--- src/rtl/cs_address_sequencer_if.sv ---
// ----------------------------------------------------------------------------
// cs_address_sequencer_if
// Bundles the microcode-store fields, datapath status and sequencer outputs
// exchanged with cs_address_sequencer. Signal names match the legacy
// sequencer ports so existing hookups map one-to-one.
//
//   master : microcode store / datapath side (drives condition, jump address,
//            RD/WR, MemReady, IR, ALU flags, FlagWrite; observes outputs)
//   slave  : the sequencer itself
//
// Optional feature macro: CSSEQ_BREAKPOINT_EN adds the breakpoint signals
// (BkptAddr, BkptEnable, Resume, Halted).
// ----------------------------------------------------------------------------
interface cs_address_sequencer_if #(
    parameter int DATAWIDTH_JUMPADDRESS = 11,
    parameter int DATAWIDTH_CONDITION   = 3,
    parameter int DATAWIDTH_IR          = 32
);
    logic [DATAWIDTH_CONDITION-1:0]   CSSEQ_Condition_InBus;
    logic [DATAWIDTH_JUMPADDRESS-1:0] CSSEQ_JumpAddress_InBus;
    logic                             CSSEQ_RD_In;
    logic                             CSSEQ_WR_In;
    logic                             CSSEQ_MemReady_In;
    logic [DATAWIDTH_IR-1:0]          CSSEQ_IR_InBus;
    logic [3:0]                       CSSEQ_ALUFlags_InBus;
    logic                             CSSEQ_FlagWrite_In;
    logic [DATAWIDTH_JUMPADDRESS-1:0] CSSEQ_CSAddress_OutBus;
    logic [3:0]                       CSSEQ_Flags_OutBus;
    logic                             CSSEQ_Stall_Out;
`ifdef CSSEQ_BREAKPOINT_EN
    logic [DATAWIDTH_JUMPADDRESS-1:0] CSSEQ_BkptAddr_InBus;
    logic                             CSSEQ_BkptEnable_In;
    logic                             CSSEQ_Resume_In;
    logic                             CSSEQ_Halted_Out;

    modport master (
        output CSSEQ_Condition_InBus, CSSEQ_JumpAddress_InBus, CSSEQ_RD_In,
               CSSEQ_WR_In, CSSEQ_MemReady_In, CSSEQ_IR_InBus,
               CSSEQ_ALUFlags_InBus, CSSEQ_FlagWrite_In,
               CSSEQ_BkptAddr_InBus, CSSEQ_BkptEnable_In, CSSEQ_Resume_In,
        input  CSSEQ_CSAddress_OutBus, CSSEQ_Flags_OutBus, CSSEQ_Stall_Out,
               CSSEQ_Halted_Out
    );

    modport slave (
        input  CSSEQ_Condition_InBus, CSSEQ_JumpAddress_InBus, CSSEQ_RD_In,
               CSSEQ_WR_In, CSSEQ_MemReady_In, CSSEQ_IR_InBus,
               CSSEQ_ALUFlags_InBus, CSSEQ_FlagWrite_In,
               CSSEQ_BkptAddr_InBus, CSSEQ_BkptEnable_In, CSSEQ_Resume_In,
        output CSSEQ_CSAddress_OutBus, CSSEQ_Flags_OutBus, CSSEQ_Stall_Out,
               CSSEQ_Halted_Out
    );
`else
    modport master (
        output CSSEQ_Condition_InBus, CSSEQ_JumpAddress_InBus, CSSEQ_RD_In,
               CSSEQ_WR_In, CSSEQ_MemReady_In, CSSEQ_IR_InBus,
               CSSEQ_ALUFlags_InBus, CSSEQ_FlagWrite_In,
        input  CSSEQ_CSAddress_OutBus, CSSEQ_Flags_OutBus, CSSEQ_Stall_Out
    );

    modport slave (
        input  CSSEQ_Condition_InBus, CSSEQ_JumpAddress_InBus, CSSEQ_RD_In,
               CSSEQ_WR_In, CSSEQ_MemReady_In, CSSEQ_IR_InBus,
               CSSEQ_ALUFlags_InBus, CSSEQ_FlagWrite_In,
        output CSSEQ_CSAddress_OutBus, CSSEQ_Flags_OutBus, CSSEQ_Stall_Out
    );
`endif
endinterface

--- src/rtl/cs_address_sequencer.sv ---
// ----------------------------------------------------------------------------
// cs_address_sequencer
// Control-store address sequencer for the ARC microarchitecture. Selects the
// next 11-bit control-store address from the microinstruction condition field
// (increment, flag/IR[13] conditional jump, unconditional jump, or opcode
// decode), holds the PSR flags {n,z,v,c}, and stalls while a memory access
// is outstanding.
//
// Ports:
//   CSSEQ_CLOCK_50       clock, all state changes on the rising edge
//   CSSEQ_ResetInLow_In  synchronous reset, active low
//   bus (slave)          microinstruction fields, datapath status and the
//                        registered CSAddress / Flags / Stall outputs
//
// Optional feature macro: CSSEQ_BREAKPOINT_EN adds a HALT state entered when
// a loaded address matches BkptAddr while BkptEnable is set; Resume leaves it.
// ----------------------------------------------------------------------------
module cs_address_sequencer #(
    parameter int DATAWIDTH_JUMPADDRESS = 11,
    parameter int DATAWIDTH_CONDITION   = 3,
    parameter int DATAWIDTH_IR          = 32
) (
    input logic                   CSSEQ_CLOCK_50,
    input logic                   CSSEQ_ResetInLow_In,
    cs_address_sequencer_if.slave bus
);
    localparam logic [1:0] ST_RUN  = 2'd0;
    localparam logic [1:0] ST_WAIT = 2'd1;
`ifdef CSSEQ_BREAKPOINT_EN
    localparam logic [1:0] ST_HALT = 2'd2;
`endif

    logic [DATAWIDTH_JUMPADDRESS-1:0] addr_q, addr_d;
    logic [3:0]                       flags_q, flags_d;
    logic [1:0]                       state_q, state_d;
`ifdef CSSEQ_BREAKPOINT_EN
    // Set by Resume so the first load after a halt never re-triggers.
    logic                             bkpt_skip_q, bkpt_skip_d;
`endif

    logic [DATAWIDTH_JUMPADDRESS-1:0] next_addr;
    logic [DATAWIDTH_JUMPADDRESS-1:0] decode_addr;
    logic [5:0]                       decode_f;
    logic [DATAWIDTH_IR-1:0]          ir;
    logic                             load;
    logic                             ir_unused;

    assign ir        = bus.CSSEQ_IR_InBus;
    assign ir_unused = ^{ir[29:25], ir[18:14], ir[12:0]};

    // Opcode decode: {1, op, F, 00}; format-3 uses op3, format-2 op2, call none.
    always_comb begin
        decode_f = '0;
        if (ir[31])
            decode_f = ir[24:19];
        else if (!ir[30])
            decode_f = {ir[24:22], 3'b000};
        decode_addr = {1'b1, ir[31:30], decode_f, 2'b00};
    end

    // Branch tests use the registered PSR, not this cycle's ALU flags.
    always_comb begin
        next_addr = addr_q + 1'b1;
        case (bus.CSSEQ_Condition_InBus)
            3'd1: if (flags_q[3]) next_addr = bus.CSSEQ_JumpAddress_InBus;
            3'd2: if (flags_q[2]) next_addr = bus.CSSEQ_JumpAddress_InBus;
            3'd3: if (flags_q[1]) next_addr = bus.CSSEQ_JumpAddress_InBus;
            3'd4: if (flags_q[0]) next_addr = bus.CSSEQ_JumpAddress_InBus;
            3'd5: if (ir[13])     next_addr = bus.CSSEQ_JumpAddress_InBus;
            3'd6: next_addr = bus.CSSEQ_JumpAddress_InBus;
            3'd7: next_addr = decode_addr;
            default: ;
        endcase
    end

    always_comb begin
        addr_d  = addr_q;
        flags_d = flags_q;
        state_d = state_q;
        load    = 1'b0;
`ifdef CSSEQ_BREAKPOINT_EN
        bkpt_skip_d = bkpt_skip_q;
`endif
        case (state_q)
            ST_RUN: begin
                if ((bus.CSSEQ_RD_In || bus.CSSEQ_WR_In) && !bus.CSSEQ_MemReady_In)
                    state_d = ST_WAIT;
                else
                    load = 1'b1;
            end
            ST_WAIT: begin
                if (bus.CSSEQ_MemReady_In) begin
                    load    = 1'b1;
                    state_d = ST_RUN;
                end
            end
`ifdef CSSEQ_BREAKPOINT_EN
            ST_HALT: begin
                if (bus.CSSEQ_Resume_In) begin
                    state_d     = ST_RUN;
                    bkpt_skip_d = 1'b1;
                end
            end
`endif
            default: state_d = ST_RUN;
        endcase

        if (load) begin
            addr_d = next_addr;
            if (bus.CSSEQ_FlagWrite_In)
                flags_d = bus.CSSEQ_ALUFlags_InBus;
`ifdef CSSEQ_BREAKPOINT_EN
            bkpt_skip_d = 1'b0;
            if (!bkpt_skip_q && bus.CSSEQ_BkptEnable_In &&
                next_addr == bus.CSSEQ_BkptAddr_InBus)
                state_d = ST_HALT;
`endif
        end
    end

    always_ff @(posedge CSSEQ_CLOCK_50) begin
        if (!CSSEQ_ResetInLow_In) begin
            addr_q  <= '0;
            flags_q <= '0;
            state_q <= ST_RUN;
`ifdef CSSEQ_BREAKPOINT_EN
            bkpt_skip_q <= 1'b0;
`endif
        end else begin
            addr_q  <= addr_d;
            flags_q <= flags_d;
            state_q <= state_d;
`ifdef CSSEQ_BREAKPOINT_EN
            bkpt_skip_q <= bkpt_skip_d;
`endif
        end
    end

    assign bus.CSSEQ_CSAddress_OutBus = addr_q;
    assign bus.CSSEQ_Flags_OutBus     = flags_q;
    assign bus.CSSEQ_Stall_Out        = (state_q == ST_WAIT);
`ifdef CSSEQ_BREAKPOINT_EN
    assign bus.CSSEQ_Halted_Out       = (state_q == ST_HALT);
`endif
endmodule

--- src/flat_wrapper.sv ---
// flat-port wrapper written by rule: the top's interface ports become plain ports
module cs_address_sequencer_flat 
#(
    parameter int DATAWIDTH_JUMPADDRESS = 11,
    parameter int DATAWIDTH_CONDITION   = 3,
    parameter int DATAWIDTH_IR          = 32
)
  (CSSEQ_CLOCK_50, CSSEQ_ResetInLow_In, bus_CSSEQ_Condition_InBus, bus_CSSEQ_JumpAddress_InBus, bus_CSSEQ_RD_In, bus_CSSEQ_WR_In, bus_CSSEQ_MemReady_In, bus_CSSEQ_IR_InBus, bus_CSSEQ_ALUFlags_InBus, bus_CSSEQ_FlagWrite_In, bus_CSSEQ_CSAddress_OutBus, bus_CSSEQ_Flags_OutBus, bus_CSSEQ_Stall_Out);
  cs_address_sequencer_if #(.DATAWIDTH_JUMPADDRESS(DATAWIDTH_JUMPADDRESS), .DATAWIDTH_CONDITION(DATAWIDTH_CONDITION), .DATAWIDTH_IR(DATAWIDTH_IR)) bus_i ();
  input logic CSSEQ_CLOCK_50;
  input logic CSSEQ_ResetInLow_In;
  input wire logic [$bits(bus_i.CSSEQ_Condition_InBus)-1:0] bus_CSSEQ_Condition_InBus;
  input wire logic [$bits(bus_i.CSSEQ_JumpAddress_InBus)-1:0] bus_CSSEQ_JumpAddress_InBus;
  input wire logic [$bits(bus_i.CSSEQ_RD_In)-1:0] bus_CSSEQ_RD_In;
  input wire logic [$bits(bus_i.CSSEQ_WR_In)-1:0] bus_CSSEQ_WR_In;
  input wire logic [$bits(bus_i.CSSEQ_MemReady_In)-1:0] bus_CSSEQ_MemReady_In;
  input wire logic [$bits(bus_i.CSSEQ_IR_InBus)-1:0] bus_CSSEQ_IR_InBus;
  input wire logic [$bits(bus_i.CSSEQ_ALUFlags_InBus)-1:0] bus_CSSEQ_ALUFlags_InBus;
  input wire logic [$bits(bus_i.CSSEQ_FlagWrite_In)-1:0] bus_CSSEQ_FlagWrite_In;
  output wire logic [$bits(bus_i.CSSEQ_CSAddress_OutBus)-1:0] bus_CSSEQ_CSAddress_OutBus;
  output wire logic [$bits(bus_i.CSSEQ_Flags_OutBus)-1:0] bus_CSSEQ_Flags_OutBus;
  output wire logic [$bits(bus_i.CSSEQ_Stall_Out)-1:0] bus_CSSEQ_Stall_Out;
  assign bus_i.CSSEQ_Condition_InBus = bus_CSSEQ_Condition_InBus;
  assign bus_i.CSSEQ_JumpAddress_InBus = bus_CSSEQ_JumpAddress_InBus;
  assign bus_i.CSSEQ_RD_In = bus_CSSEQ_RD_In;
  assign bus_i.CSSEQ_WR_In = bus_CSSEQ_WR_In;
  assign bus_i.CSSEQ_MemReady_In = bus_CSSEQ_MemReady_In;
  assign bus_i.CSSEQ_IR_InBus = bus_CSSEQ_IR_InBus;
  assign bus_i.CSSEQ_ALUFlags_InBus = bus_CSSEQ_ALUFlags_InBus;
  assign bus_i.CSSEQ_FlagWrite_In = bus_CSSEQ_FlagWrite_In;
  assign bus_CSSEQ_CSAddress_OutBus = bus_i.CSSEQ_CSAddress_OutBus;
  assign bus_CSSEQ_Flags_OutBus = bus_i.CSSEQ_Flags_OutBus;
  assign bus_CSSEQ_Stall_Out = bus_i.CSSEQ_Stall_Out;
  cs_address_sequencer #(.DATAWIDTH_JUMPADDRESS(DATAWIDTH_JUMPADDRESS), .DATAWIDTH_CONDITION(DATAWIDTH_CONDITION), .DATAWIDTH_IR(DATAWIDTH_IR)) u_core (.CSSEQ_CLOCK_50(CSSEQ_CLOCK_50), .CSSEQ_ResetInLow_In(CSSEQ_ResetInLow_In), .bus(bus_i));
endmodule
--- config.mk ---
export PLATFORM = sky130hd
export DESIGN_NAME = cs_address_sequencer_flat
export DESIGN_NICKNAME = d
export VERILOG_FILES = /design/src/rtl/cs_address_sequencer_if.sv /design/src/rtl/cs_address_sequencer.sv /design/src/flat_wrapper.sv
export SDC_FILE = /design/constraint.sdc
export NUM_CORES = 1
export LEC_CHECK = 0
export CAP_MARGIN = 20
export CORE_MARGIN = 2
export CORE_UTILIZATION = 50
export DETAILED_ROUTE_END_ITERATION = 16
export DONT_BUFFER_PORTS = 1
export GPL_TIMING_DRIVEN = 0
export SLEW_MARGIN = 20
export SYNTH_ARGS = -nofsm -noshare
export SYNTH_HDL_FRONTEND = slang
export SYNTH_SLANG_ARGS = --single-unit
--- constraint.sdc ---
create_clock -name CSSEQ_CLOCK_50 -period 2.6 [get_ports CSSEQ_CLOCK_50]
set_input_delay 0.52 -clock CSSEQ_CLOCK_50 [delete_from_list [all_inputs] [get_ports CSSEQ_CLOCK_50]]
set_output_delay 0.52 -clock CSSEQ_CLOCK_50 [all_outputs]
set_load 0.02 [all_outputs]
# After elaboration in Yosys (flattened, before gate mapping)

Cells that the tools add are included.

Multiplexer cells: 14
$add $sub $neg: 1
Reductions and logical operators: 6
Equal/unequal tests: 10

Operators with widths:

| kind                                                                    | number |
|---|---|
| 11-bit one-hot mux with 7 select lines                                  | 1 |
| 11-bit two-way mux                                                      | 5 |
| 3-bit == test, second input constant                                    | 4 |
| 6-bit two-way mux                                                       | 2 |
| 11-bit by 1-bit adder with 11-bit output, second input constant         | 1 |
| 3-bit by 2-bit == test with 1-bit output, second input constant         | 2 |
| 2-bit two-way mux                                                       | 2 |
| 2-bit one-hot mux with 2 select lines                                   | 1 |
| 2-bit AND reduction                                                     | 2 |
| 3-bit by 1-bit == test with 1-bit output, second input constant         | 1 |
| 2-bit by 1-bit == test with 1-bit output, second input constant         | 1 |
| 2-bit zero test                                                         | 1 |
| 1-bit two-way mux                                                       | 2 |
| 2-bit by 1-bit inequality test with 1-bit output, second input constant | 1 |
| 2-bit inequality test, second input constant                            | 1 |
| 1-bit one-hot mux with 2 select lines                                   | 1 |
| 1-bit logical AND                                                       | 1 |
| 1-bit zero test                                                         | 1 |
| 1-bit logical OR                                                        | 1 |

Register bits after elaboration: 17
Output and inout bits: 16
Input bits: 56
Word-level logic and storage cells: 34

# Depth between registers and ports, before layout

Depth in word-level cells: 5
Mapped depth: 8
Gate-level depth less buffers: 6

# Least setup slack after synthesis

Ideal clock, no wire load.

Kind: input to register
From: input bus_CSSEQ_Condition_InBus[0]
To: register u_core.addr_q[6], in the netlist u_core.bus.CSSEQ_CSAddress_OutBus[6]
Arrival time: 1.707 ns
Stages on the path: 7
Setup time: 0.126 ns
Setup slack: 0.767 ns
Data required time: 2.474 ns
Path buffers: 2
Cells stage by stage: buf_6 -> mux2i_1 -> o221ai_1 -> or2_1 -> buf_6 -> a222oi_1 -> o22ai_1

Cells in the longest elaborated chain, start to end: 2
Elaborated cells on any way between the ends: 8
Classes of those cells: eq/ne (7); mux (1)

Ends and longest elaborated chain:

| element                                     | line                        | RTL |
|---|---|---|
| start, declared                             | flat_wrapper.sv:12          | `input wire logic [$bits(bus_i.CSSEQ_Condition_InBus)-1:0] bus_CSSEQ_Condition_InBus;` |
| 3-bit == test, or another cell as far along | cs_address_sequencer.sv:64  | `case (bus.CSSEQ_Condition_InBus)` |
| 11-bit one-hot mux with 7 select lines (*)  | cs_address_sequencer.sv:64  |  |
| end signal, assigned                        | cs_address_sequencer.sv:130 | `addr_q <= addr_d;` |
| end, declared                               | cs_address_sequencer.sv:33  | `logic [DATAWIDTH_JUMPADDRESS-1:0] addr_q, addr_d;` |

Every way passes the cells marked *; elsewhere a longest branch is shown, timed or not.
A chain may end at the register's enable or synchronous reset.

# Worst setup path after layout

From: register u_core.flags_q[1], in the netlist u_core.bus.CSSEQ_Flags_OutBus[1]
To: register u_core.addr_q[2], in the netlist u_core.bus.CSSEQ_CSAddress_OutBus[2]

Cells in the longest elaborated chain, start to end: 2

Ends and longest elaborated chain:

| element                                | line                        | RTL |
|---|---|---|
| start, declared                        | cs_address_sequencer.sv:34  | `logic [3:0] flags_q, flags_d;` |
| start signal, assigned                 | cs_address_sequencer.sv:131 | `flags_q <= flags_d;` |
| 11-bit two-way mux                     | cs_address_sequencer.sv:67  | `3'd3: if (flags_q[1]) next_addr = bus.CSSEQ_JumpAddress_InBus;` |
| 11-bit one-hot mux with 7 select lines | cs_address_sequencer.sv:64  |  |

Every way passes these cells.

==> out/results.ini <==
[pwr]
seqPwrFrac_pct=48.9
power_switching_share_pct=34.54
leakagePower_nw=0.4743
combPwrFrac_pct=22.2
powerDensity_mw_per_mm2=487.3
power.switching_mw=0.2165
clkPwrFrac_pct=28.9
p_int_mw=0.4102
power_mw=0.6267
max-vdd-ir-drop_mv=0.3402

[synthesis]
synth_edf_count=0
muxShareOfSynthArea_pct=1.648
yosys_most_used_dff=dfxtp_1
synth_top_cell_by_area=dfxtp_1
synth_fp_nets=217
syn_area_per_cell_um2=7.593
yosysMostFrequentCell=nand2_1
synth_top_area_share_pct=26.36
synth_adder_area_share_pct=1.030
yosys-top-cells-count=nand2_1 (20), dfxtp_1 (16), a21oi_1 (15), nor2_1 (14), nand3_1 (8)
synth.top_cells.by_area=dfxtp_1 (26%), a21oi_1 (6.2%), nand2_1 (6.2%)
yosys.area_share.simple_pct=29.15
yosys_warnings=0
synth_top_family_by_area=compound AO/OA/AOI/OAI gates
synth_area_mm2=0.001215
synth-async-reset-ratio_pct=0
synthXorXnorAreaFrac_pct=2.884
synth_compound_area_share_pct=31.20
syn_inst=160
ys_seq_area_share_pct=26.36
synth_cell_type_count=52
ys_ff_latch=16

[timing]
tightest_slew_ps=476.4
finalWorstSetupSlack_ps=709.6
setup_tns_ps=0
finalSetupViolCount=0
relSlewSlack_pct=68.24
fmax_mhz=529.0
timing.final.max_slew_violations=0
hold_viol_final=0
hold_ws_ps=347.4
finClkSkew_ps=6.838
period_share_pct=72.71
fin_crit_ps=1890
rsz0062_at_grt=false

[die]
die_w_um=53.30
start_util_pct=53.88
dieArea_mm2=0.002840
die_h_um=53.30
io_pins=72
num_rows=17
core_mm2=0.002255

[route]
wl_per_cell_um=17.48
drc=0
vias=1224
via_per_inst=6.375
drt-initial-drc-count=42
antenna_left=0
firstDrtPassIters=4
finalWirelength_um=3357

[clock_network]
cts_tree=built
post_cts.resized_instances=0
postCtsHoldBufs=0
htreeDepth=1
numCtsBuffers=3
insertion_delay_ps=310
clock_path_buffers=2
clkSinkCount=16
post_cts_buffers=0
clkTransAtPathRegs_ps=110
cts-root-buf=clkbuf_4

[placed_design]
gp_congestion=0.7735
placedCellCount=188
portBuffers=0
hpwl_um=2459
pre_cts_ws_ps=590.3
place_area_mm2=0.001250

[layout]
n_antenna_cell=0
final_cell_area_mm2=0.001286
fin_util_pct=57.05
drive_above_1_share_pct=10.37
nets=222
area_delta_synth_final_pct=5.870
final_cells=192

[worst_setup_path]
cp.required_ps=2790
critPathKind=reg -> reg
worstPathMaxFanout=10
arrival_ps=2080
crit_path_end_kind=flip-flop
start_kind=flip-flop

[grt]
grt_pass1_vias=1094
gr-usage-all-layers_pct=25.59
grt_max_degree=11
grt_pass1_wl_um=5188
antenna_found_initial=0
grt.overflow.total=0

[worst_hold_path]
min_path_type=in -> reg

[status]
status=completed

[job]
maxCapViolations=0

## worst max-delay path, stage by stage (launching register included)
cell and delay [ps]:
dfxtp_1 570, and3b_1 220, o21bai_1 230, nand3_2 200
buf_6 190, a221oi_1 250, o22ai_1 120
## cell usage in the layout (no fill, tap or decap), drive strengths merged, types with 2 or more instances in the layout
cell type,count
nand3,9
xnor2,3
a21oi,15
clkbuf,7
a211oi,3
o21ai,4
nand4,2
a221oi,4
inv,4
nand2b,2
dfxtp,16
nor3,2
or2,4
buf,7
nand2,20
nor2,14
or3,2
and2,2
o22ai,5
a21boi,2
a311oi,2
a22oi,3
and4,3
a222oi,2
mux2i,2
o221a,2
## power by group through the flow
stage	sequential, mW	combinational, mW	clock, mW
2_1_floorplan	0.305	0.114	0
3_3_place_gp	0.312	0.135	0
3_5_place_dp	0.312	0.138	0
4_1_cts	0.307	0.139	0.183
5_1_grt	0.310	0.156	0.189
6_report	0.306	0.139	0.181
## sequential cells by signal, summed over array words and instances, names as in the netlist
signal	cells
u_core.state_q	1
u_core.bus.CSSEQ_CSAddress_OutBus	11
u_core.bus.CSSEQ_Flags_OutBus	4
## layout make-up
cell class,count,area [um2]
fillers,236,968.4
multi-input cells,129,800.8
flip-flops and latches,16,320.3
plain buffers,10,75.07
clock buffers,4,36.28
well taps,28,35.03
inverters,5,18.77
## worst paths after layout
| kind | startpoint | end | slack, ps | cells past startpoint |
|---|---|---|---|---|
| worst min register to register | u_core.bus.CSSEQ_Flags_OutBus[3]$_SDFFE_PN0P_ | u_core.bus.CSSEQ_Flags_OutBus[3]$_SDFFE_PN0P_ | 600 | 2 |
| worst max register to register | u_core.bus.CSSEQ_Flags_OutBus[1]$_SDFFE_PN0P_ | u_core.bus.CSSEQ_CSAddress_OutBus[2]$_SDFFE_PN0N_ | 710 | 6 |
| worst min-delay path | bus_CSSEQ_ALUFlags_InBus[0] | u_core.bus.CSSEQ_Flags_OutBus[0]$_SDFFE_PN0P_ | 350 | 2 |
| worst max-delay path | u_core.bus.CSSEQ_Flags_OutBus[1]$_SDFFE_PN0P_ | u_core.bus.CSSEQ_CSAddress_OutBus[2]$_SDFFE_PN0N_ | 710 | 6 |
## per-layer routing
metal	GRT usage [%]	share of wire, %	vias up
met5	0	0	-
li1	-	-	614
met3	5.085	8.7	7
met2	40.33	45	61
met1	34.76	45	542
met4	7.692	1.4	0
## kinds of logic after synthesis
kind of cell,count (synthesis)
adders and majority gates,1
and+or+nand+nor,68
AOI/OAI and AO/OA,54
muxes,2
xor gates and xnor gates,4
DFF,16
buffers and inverters,15
(Power assumes the default switching activity.)
